## config.mk

```make
export PLATFORM = sky130hd
export DESIGN_NAME = tbus_reader
export DESIGN_NICKNAME = d
export VERILOG_FILES = /design/src/rtl/tbus_reader.sv
export SDC_FILE = /design/constraint.sdc
export NUM_CORES = 1
export LEC_CHECK = 0
export CAP_MARGIN = 40
export CORE_UTILIZATION = 45
export CTS_CLUSTER_SIZE = 10
export DETAILED_ROUTE_END_ITERATION = 6
export MAX_ROUTING_LAYER = met4
export PLACE_DENSITY = 0.77
export SLEW_MARGIN = 10
export SYNTH_ARGS = -nofsm -noshare
export SYNTH_HDL_FRONTEND = slang
export SYNTH_SLANG_ARGS = --single-unit
```

## constraint.sdc

```tcl
create_clock -name CLK -period 2.9 [get_ports CLK]
set_input_delay 0.87 -clock CLK [delete_from_list [all_inputs] [get_ports CLK]]
set_output_delay 0.87 -clock CLK [all_outputs]
set_load 0.03 [all_outputs]
```

## src/rtl/tbus_reader.sv

```systemverilog
// -----------------------------------------------------------------------------
// tbus_reader
//
// Listener side of a shared, inverted-polarity parallel bus with a four-phase
// strobe handshake. A word is captured on each strobe rise and checked for odd
// parity. A good word goes into a small receive FIFO and is answered with ACK.
// A word with bad parity, or a word that arrives while the FIFO is full, is
// answered with NAK. Sticky PERR and OVF flags record why words were rejected.
//
// Handshake contract:
//   Talker side (four-phase): the talker drives BUS_D and BUS_P, then raises
//   BUS_STB. It holds them until it sees BUS_ACK or BUS_NAK, then lowers
//   BUS_STB. The reader holds ACK or NAK until it samples the strobe low.
//   Consumer side (valid/ready): the head word Y is transferred on every rising
//   edge where VALID && READY. VALID never depends on READY.
//
// Parameters:
//   W     - bus data width
//   DEPTH - receive FIFO depth (power of 2, >= 2)
//
// Ports:
//   CLK       in   clock, rising edge
//   R         in   asynchronous active-low reset
//   BUS_D     in   [W-1:0] bus data, inverted on the wire
//   BUS_P     in   parity line, inverted on the wire
//   BUS_STB   in   talker strobe, active high
//   BUS_ACK   out  word accepted (registered)
//   BUS_NAK   out  word rejected (registered)
//   Y         out  [W-1:0] FIFO head word, logical polarity
//   VALID     out  FIFO non-empty
//   READY     in   consumer pops the head when VALID && READY
//   COUNT     out  [clog2(DEPTH):0] FIFO occupancy
//   CLR       in   synchronous clear of the FIFO and the sticky flags
//   PERR      out  sticky parity-error flag
//   OVF       out  sticky overflow flag
//   DBG_STATE out  [1:0] FSM state, for monitors
// -----------------------------------------------------------------------------
module tbus_reader #(
    parameter int W     = 8,
    parameter int DEPTH = 4
) (
    input  logic                       CLK,
    input  logic                       R,
    input  logic [W-1:0]               BUS_D,
    input  logic                       BUS_P,
    input  logic                       BUS_STB,
    output logic                       BUS_ACK,
    output logic                       BUS_NAK,
    output logic [W-1:0]               Y,
    output logic                       VALID,
    input  logic                       READY,
    output logic [$clog2(DEPTH):0]     COUNT,
    input  logic                       CLR,
    output logic                       PERR,
    output logic                       OVF,
    output logic [1:0]                 DBG_STATE
);

    localparam int AW = $clog2(DEPTH);
    localparam int CW = AW + 1;
    localparam logic [CW-1:0] DEPTH_C = CW'(DEPTH);

    typedef enum logic [1:0] {
        ST_IDLE = 2'd0,
        ST_ACK  = 2'd1,
        ST_NAK  = 2'd2
    } state_t;

    // ------------------------------------------------------------------
    // Input sampling stage. Every decision below uses only these
    // registers, never the raw bus pins.
    // ------------------------------------------------------------------
    logic [W-1:0] r_bus_d_s;
    logic         r_bus_p_s;
    logic         r_stb_s;
    logic         r_stb_prev;

    // Both strobe registers come out of reset high so that a strobe that is
    // already high when reset is released does not look like a new rise.
    always_ff @(posedge CLK or negedge R) begin
        if (!R) begin
            r_bus_d_s  <= '0;
            r_bus_p_s  <= 1'b0;
            r_stb_s    <= 1'b1;
            r_stb_prev <= 1'b1;
        end else begin
            r_bus_d_s  <= BUS_D;
            r_bus_p_s  <= BUS_P;
            r_stb_s    <= BUS_STB;
            r_stb_prev <= r_stb_s;
        end
    end

    logic         w_stb_rise;
    logic [W-1:0] w_word;
    logic         w_par;
    logic         w_par_good;

    assign w_stb_rise = r_stb_s & ~r_stb_prev;
    assign w_word     = ~r_bus_d_s;
    assign w_par      = ~r_bus_p_s;
    assign w_par_good = ^{w_word, w_par};

    // ------------------------------------------------------------------
    // FIFO storage state (declared here because the FSM judges fullness)
    // ------------------------------------------------------------------
    logic [W-1:0]  r_mem [DEPTH];
    logic [AW-1:0] r_wptr;
    logic [AW-1:0] r_rptr;
    logic [CW-1:0] r_count;

    logic w_full;
    logic w_valid;
    assign w_full  = (r_count == DEPTH_C);
    assign w_valid = (r_count != '0);

    // ------------------------------------------------------------------
    // Handshake FSM
    // ------------------------------------------------------------------
    state_t r_state;
    state_t w_state_nxt;
    logic   w_push;
    logic   w_perr_set;
    logic   w_ovf_set;

    always_ff @(posedge CLK or negedge R) begin
        if (!R) begin
            r_state <= ST_IDLE;
        end else begin
            r_state <= w_state_nxt;
        end
    end

    // Parity is checked before fullness: a bad word into a full FIFO is a
    // parity error, not an overflow. Fullness uses the occupancy before any
    // pop in the same cycle.
    always_comb begin
        w_state_nxt = r_state;
        w_push      = 1'b0;
        w_perr_set  = 1'b0;
        w_ovf_set   = 1'b0;
        case (r_state)
            ST_IDLE: begin
                if (w_stb_rise) begin
                    if (!w_par_good) begin
                        w_perr_set  = 1'b1;
                        w_state_nxt = ST_NAK;
                    end else if (w_full) begin
                        w_ovf_set   = 1'b1;
                        w_state_nxt = ST_NAK;
                    end else begin
                        w_push      = 1'b1;
                        w_state_nxt = ST_ACK;
                    end
                end
            end
            ST_ACK, ST_NAK: begin
                if (!r_stb_s) begin
                    w_state_nxt = ST_IDLE;
                end
            end
            default: begin
                w_state_nxt = ST_IDLE;
            end
        endcase
    end

    // ACK/NAK are decoded straight from the state register, so they are
    // glitch-free and drop as soon as reset is asserted.
    assign BUS_ACK   = (r_state == ST_ACK);
    assign BUS_NAK   = (r_state == ST_NAK);
    assign DBG_STATE = r_state;

    // ------------------------------------------------------------------
    // Receive FIFO
    // ------------------------------------------------------------------
    logic w_pop;
    assign w_pop = w_valid & READY;

    // Storage needs no reset: nothing reads it while the FIFO is empty.
    always_ff @(posedge CLK) begin
        if (w_push && !CLR) begin
            r_mem[r_wptr] <= w_word;
        end
    end

    // Pointers are exactly AW bits wide, so they wrap modulo DEPTH on their
    // own. CLR overrides both push and pop.
    always_ff @(posedge CLK or negedge R) begin
        if (!R) begin
            r_wptr  <= '0;
            r_rptr  <= '0;
            r_count <= '0;
        end else if (CLR) begin
            r_wptr  <= '0;
            r_rptr  <= '0;
            r_count <= '0;
        end else begin
            if (w_push) begin
                r_wptr <= r_wptr + AW'(1);
            end
            if (w_pop) begin
                r_rptr <= r_rptr + AW'(1);
            end
            if (w_push && !w_pop) begin
                r_count <= r_count + CW'(1);
            end else if (w_pop && !w_push) begin
                r_count <= r_count - CW'(1);
            end
        end
    end

    // ------------------------------------------------------------------
    // Sticky flags: a clear in the same cycle as a set wins.
    // ------------------------------------------------------------------
    logic r_perr;
    logic r_ovf;

    always_ff @(posedge CLK or negedge R) begin
        if (!R) begin
            r_perr <= 1'b0;
            r_ovf  <= 1'b0;
        end else if (CLR) begin
            r_perr <= 1'b0;
            r_ovf  <= 1'b0;
        end else begin
            if (w_perr_set) begin
                r_perr <= 1'b1;
            end
            if (w_ovf_set) begin
                r_ovf <= 1'b1;
            end
        end
    end

    assign PERR  = r_perr;
    assign OVF   = r_ovf;
    assign COUNT = r_count;
    assign VALID = w_valid;
    // Forced to zero while empty so that Y reads 0 during and after reset.
    assign Y     = w_valid ? r_mem[r_rptr] : '0;

endmodule

```

# Word level (Yosys, flattened, before mapping)
# Memory sizes are Yosys's and may differ from the RTL's.
# Cells that the tools add are included.
# word_totals
wordCells,71
memories,1
input_bits,14
register_bits,22
out_inout_bits,18
ramBits,32
# op_classes
n_addsub,4
n_reduce_logical,16
n_bitwise,5
n_eq_ne,5
muxes,30
# mem_list
memory,words,word_bits,rd,rd_ports_with_merged_regs,wr,line,text
r_mem,4,8,1,0,1,107,logic [W-1:0] r_mem [DEPTH];
# op_table
cell,count
$mux W1,17
$mux W2,8
$mux W3,3
$reduce_xor A9 Y1,1
$mux W8,1
$not A8 Y8,1
$reduce_bool A2 Y1,4
$reduce_bool A3 Y1,2
$add A2 B1 Y2 const B,2
$ne A2 B2 Y1 const B,2
$pmux W2 S2,1
$add A3 B1 Y3 const B,1
$eq A3 B3 Y1 const B,1
$logic_and A1 B1 Y1,3
$logic_not A1 Y1,3
$sub A3 B1 Y3 const B,1
$and A1 B1 Y1,2
$eq A2 B1 Y1 const B,1
$eq A2 B2 Y1 const B,1
$logic_not A2 Y1,1
$not A1 Y1,2
$reduce_and A2 Y1,1
$reduce_or A2 Y1,1

# Longest topological paths before layout
# Gate-level depths: netlist of the first run.
# depth
depth_word,10
mapped_depth,12
mapped_depth_nobuf,11

# Worst setup path before layout of the first run
# OpenSTA, ideal clock, no wires.
# synth_path
path_kind,register -> register
startpoint,register r_state[0] (netlist: DBG_STATE[0])
endpoint,register r_count[1] (netlist: COUNT[1])
setup_ns,0.087
stages_incl_launch_ff,11
arrival_ns,2.462
period_less_slack_ns,2.548
n_path_buf,1
slack_ns,0.352
required_time_ns,2.813
path_cell_list,dfrtp_1 > inv_1 > ha_1 > nand3b_1 > nor3b_1 > mux2i_1 > buf_4 > nor2_1 > fa_1 > or4_1 > o211ai_1
# synth_between
elab_chain_len,5
word_cells_on_any_way,8
classes_between,3 x mux; 5 x reduce/logical
# synth_lines
element,line,text
from (decl),120,state_t r_state;
from (signal assigned),130,r_state <= w_state_nxt;
$logic_not A2 Y1 (*),142,case (r_state)
$mux W1 (*),142,
$logic_and A1 B1 Y1 / $logic_not A1 Y1 (equally long branches),"205, 207",
$mux W3 / $logic_and A1 B1 Y1 (equally long branches),"205, 207",
$mux W3 / $reduce_bool A3 Y1 (equally long branches),--,
to (signal assigned),206,r_count <= r_count + CW'(1);
to (signal assigned),208,r_count <= r_count - CW'(1);
to (decl),110,logic [CW-1:0] r_count;
# Mark *: on every way between the ends. The rest lies on a longest branch, timed or not.
# A chain may end at the register's enable or synchronous reset.

# Final worst setup path of the first run
# layout_path
startpoint,register r_count[1] (netlist: COUNT[1])
endpoint,output port VALID
# layout_between
elab_chain_len,1
# layout_lines
element,line,text
$reduce_bool A3 Y1,115,assign w_valid = (r_count != '0);
to (decl),50,"output logic VALID,"
# Every way passes these cells.

==> results.md, run 1 <==
- The run finished with clean final reports.
- After detailed routing, the average wire length per cell comes to 15.3 um.
- The aggregate global routing overflow is 0.
- Counting along the longest clock path gives a buffer depth of 2.
- The sequential cell area fraction in the yosys report is 0.645.
- The number of nets produced by synthesis is between 150 and 200.
- Between clock sinks in the finished design, the worst skew comes to 6.94 ps.
- By area the synthesized netlist is led by sky130_fd_sc_hd__edfxtp_1 41%, sky130_fd_sc_hd__dfrtp_1 21%, sky130_fd_sc_hd__mux4_2 7.7%.
- Row generation in the floorplan step produced 25 rows.
- For this run, the number of Yosys warnings is 0.
- STA classifies the critical path startpoint as a register.
- The worst setup path startpoint is COUNT[1].
- The overall routing resource usage is 0.171.
- After clock tree synthesis, the flow added hold-fix buffers numbering 0.
- The average footprint of a synthesized cell is between 10 and 15 um2.
- The area of the die is 0.00551 mm2.
- The worst endpoint data arrival time is 1950 ps.
- The antenna diode instance count is 0.
- The actual slew at the worst max-slew pin is 436 ps.
- The maximum fanout encountered on the critical timing path is 9.
- Compared with the post-synthesis result, the final layout area differs by 22.0%.
- Setup slack on the worst reg-to-reg path comes out at 410 ps.
- The TritonCTS buffer count is 5.
- The worst pin sits at a relative slew slack of 0.709.
- The worst reg2reg path startpoint is r_bus_d_s[6].
- The total number of cells along the worst setup path is 2.
- For this configuration, the core starts out at a cell density of 0.481.
- The fraction of final layout cells sized beyond drive strength 1 is 0.117.
- The width of the die is 74.2 um.
- The data required time of the worst path is 2030 ps.
- The total standard cell area after synthesis is approximately 0.0023 mm2.
- The cell accounting for the most synthesized area is sky130_fd_sc_hd__edfxtp_1.
- The signal on the critical path passes through or3_1, clkdlybuf4s50_1.
- The buffers inserted during post-CTS setup optimization is 0.
- The length of the first detailed-routing pass in iterations is 4.
- TritonCTS built the clock tree.
- After clock tree synthesis, the repair step resized 8 gates.
- The number of register bits inferred by synthesis is 54.
- The post-route antenna net violation count is 0.
- For this run, design rule violations remaining after detail routing come to 0.
- The number of buffers added on ports is 31.
- The element type at the critical path end is an output pin.
- The max-slew violation count is 0.
- Setup repair after global routing left no endpoint under its margin.
- The final layout contains routed wiring with a total length of 4.03 mm.
- In this run the count of I/O pins placed on the die edge is 32.
- The critical path is of the register to output pin type.
- The number of hold violations in the final report is 0.
- The first-pass GRT wire length is about 6.5 mm.
- In this run the worst setup path terminates at VALID.
- Leaving out filler cells and counting taps, the final layout contains 264.
- The path type of the worst min-delay path is register to register.
- The depth of the CTS H-tree is 2.
- The number of antenna violations at the first check in global routing is 0.
- Power spread over the standard cell area amounts to between 700 and 800 mW/mm2.
- Synthesis produced a netlist whose cell count is approximately 160.
- The distinct cell type count after synthesis is 33.
- The final critical-path share of the clock period is 0.971.
- The overall power consumption is about 2.2 mW.
- The share of synthesized area in the top cell type comes to 0.410.
- The number of buffers and inverters on the critical path is 1.
- The analysis attributes to cell leakage a power of about 1.2 nW.
- The slowest library cell on the worst path is sky130_fd_sc_hd__clkdlybuf4s50_1.
- Clock-pin slew was measured on the worst setup and hold paths at approximately 90 ps.
- The largest net degree at the start of global routing is 23.
- In this run, placement finished with an instance count of between 200 and 300.
- The placeable core area is around 0.0049 mm2.
- The final count of negative-setup-slack endpoints is 0.
- The later-pin clock latency in the skew report is 300 ps.
- The last weighted congestion value of the routability-driven placer is 0.784.
- The via density per instance is 5.00.
- The worst reg-to-reg path cell count is 7.
- The tool flagged a number of max-cap violations equal to 0.
- The endpoint of the worst-slack reg-to-reg timing path is COUNT[1].
- Fill cells in the final layout number around 400.
- The final route contains 1319 vias.
- The family with the most delay on the worst path is buffers and inverters.
- The final critical-path required period is roughly 2800 ps.
- The number of global-route vias before repair came to around 1400.
- The delay contributed by the slowest stage of the critical path is between 600 and 700 ps.
- The number of clock sinks seen by CTS is between 50 and 60.
- For this block, the initial DRC count from the detailed router was between 90 and 100.
- CTS placed an instance of sky130_fd_sc_hd__clkbuf_8 at the clock tree root.
- In the final design database the tool counted approximately 220 nets.
- Static timing analysis puts the maximum clock frequency at between 300 and 400 MHz.
- The maximum vdd drop is ~0.53 mV.
- Summed over all nets, the half-perimeter wirelength after detailed placement is roughly 2.8 mm.
- The overall die height is 74.2 um.
- After routing, the total negative slack on setup checks comes to 0 ps.
-- per-stage QoR --
step                      setup WS, ps  hold slack (ps)  utilization  area, um2
after floorplan                    352              365            -       2350
after CTS                         70.0              390        0.587       2860
after global routing              14.6              397        0.587       2860
final                             83.3              390        0.587       2860
after global placement             205              371        0.566       2760
after detailed placement           135              377        0.566       2760
-- flip-flops by register name, summed over array words and instances, names as in the netlist, 2 cells and up --
name       count
COUNT          3
r_wptr         2
DBG_STATE      2
r_bus_d_s      8
r_mem         32
r_rptr         2
-- final cells by class --
cell class / count / area, um2 / share of cell area
flip-flops and latches: 54 / 1510 / 0.529
multi-input cells: 84 / 748 / 0.261
repair buffers: 36 / 350 / 0.122
well taps: 67 / 83.8 / 0.0293
clock buffers: 6 / 72.6 / 0.0253
inverters: 15 / 56.3 / 0.0197
clock inverters: 2 / 37.5 / 0.0131
-- synthesized netlist by cell type --
| cell | n |
|---|---|
| sky130_fd_sc_hd__a21o_1 | 1 |
| sky130_fd_sc_hd__a21oi_1 | 2 |
| sky130_fd_sc_hd__and2_1 | 13 |
| sky130_fd_sc_hd__buf_1 | 1 |
| sky130_fd_sc_hd__buf_2 | 1 |
| sky130_fd_sc_hd__buf_4 | 1 |
| sky130_fd_sc_hd__clkbuf_1 | 3 |
| sky130_fd_sc_hd__dfrtp_1 | 20 |
| sky130_fd_sc_hd__dfstp_2 | 2 |
| sky130_fd_sc_hd__edfxtp_1 | 32 |
| sky130_fd_sc_hd__fa_1 | 1 |
| sky130_fd_sc_hd__ha_1 | 7 |
| sky130_fd_sc_hd__inv_1 | 15 |
| sky130_fd_sc_hd__mux2i_1 | 2 |
| sky130_fd_sc_hd__mux4_2 | 8 |
| sky130_fd_sc_hd__nand2_1 | 6 |
| sky130_fd_sc_hd__nand2b_1 | 2 |
| sky130_fd_sc_hd__nand3b_1 | 2 |
| sky130_fd_sc_hd__nor2_1 | 13 |
| sky130_fd_sc_hd__nor3_1 | 3 |
| sky130_fd_sc_hd__nor3b_1 | 3 |
| sky130_fd_sc_hd__nor4_1 | 1 |
| sky130_fd_sc_hd__o211ai_1 | 1 |
| sky130_fd_sc_hd__o21ai_0 | 3 |
| sky130_fd_sc_hd__o21ba_2 | 1 |
| sky130_fd_sc_hd__o21bai_1 | 1 |
| sky130_fd_sc_hd__o31a_1 | 1 |
| sky130_fd_sc_hd__o31ai_1 | 1 |
| sky130_fd_sc_hd__or3_1 | 1 |
| sky130_fd_sc_hd__or4_1 | 1 |
| sky130_fd_sc_hd__xnor2_1 | 4 |
| sky130_fd_sc_hd__xnor3_1 | 3 |
| sky130_fd_sc_hd__xor2_1 | 3 |
-- where the power goes --
part	internal [mW]	total (mW)	switching (mW)
combinational	0.353	0.813	0.460
sequential	0.869	0.927	0.0579
clock	0.258	0.495	0.237
total	1.48	2.23	0.755
-- routing by layer --
layer	global-route usage	wire length, um	vias to the layer above
li1	-	-	627
met1	0.205	1750	645
met2	0.284	2030	41
met3	0.0407	196	6
met4	0.0620	63	0
met5	-	0	-
-- worst min-delay path by stage --
stage,startpoint,to,slack (ps),cells after the start
after CTS,r_stb_s,r_stb_prev,390,0
after global routing,r_stb_s,r_stb_prev,400,0
after floorplan,r_stb_s,r_stb_prev,370,0
after detailed placement,r_stb_s,r_stb_prev,380,0
after global placement,r_stb_s,r_stb_prev,370,0
final,r_stb_s,r_stb_prev,390,0
-- cell usage in the layout, fill, tap and decap left out, drive strengths merged --
cell type      instances
edfxtp                32
clkdlybuf4s50         23
dfrtp                 20
inv                   15
and2                  13
nor2                  13
mux4                   8
dlygate4sd2            8
ha                     7
nand2                  6
clkbuf                 6
buf                    5
xnor2                  4
nor3b                  3
xnor3                  3
nor3                   3
xor2                   3
o21ai                  3
nand3b                 2
mux2i                  2
nand2b                 2
a21oi                  2
dfstp                  2
or3                    1
o31a                   1
a21o                   1
o31ai                  1
nor4                   1
o21bai                 1
o21ba                  1
or4                    1
o211ai                 1
fa                     1
bufinv                 1
clkinvlp               1
-- logic make-up after synthesis --
group,synth area share
AOI/OAI and AO/OA,0.0315
xor gates and xnor gates,0.0549
adders and majority gates,0.0459
buffers and inverters,0.0357
DFF,0.645
muxes,0.0853
and+or+nand+nor,0.101
Power figures use the tool's default switching activity.
==> run 2: changes to the inputs <==
Settings changed: ABC_CLOCK_PERIOD_IN_PS from default to 2900, CTS_CLUSTER_DIAMETER from default to 100.
==> results of run 2 <==
Same layout as run 1: the final DEF is identical, and so are final timing and power.
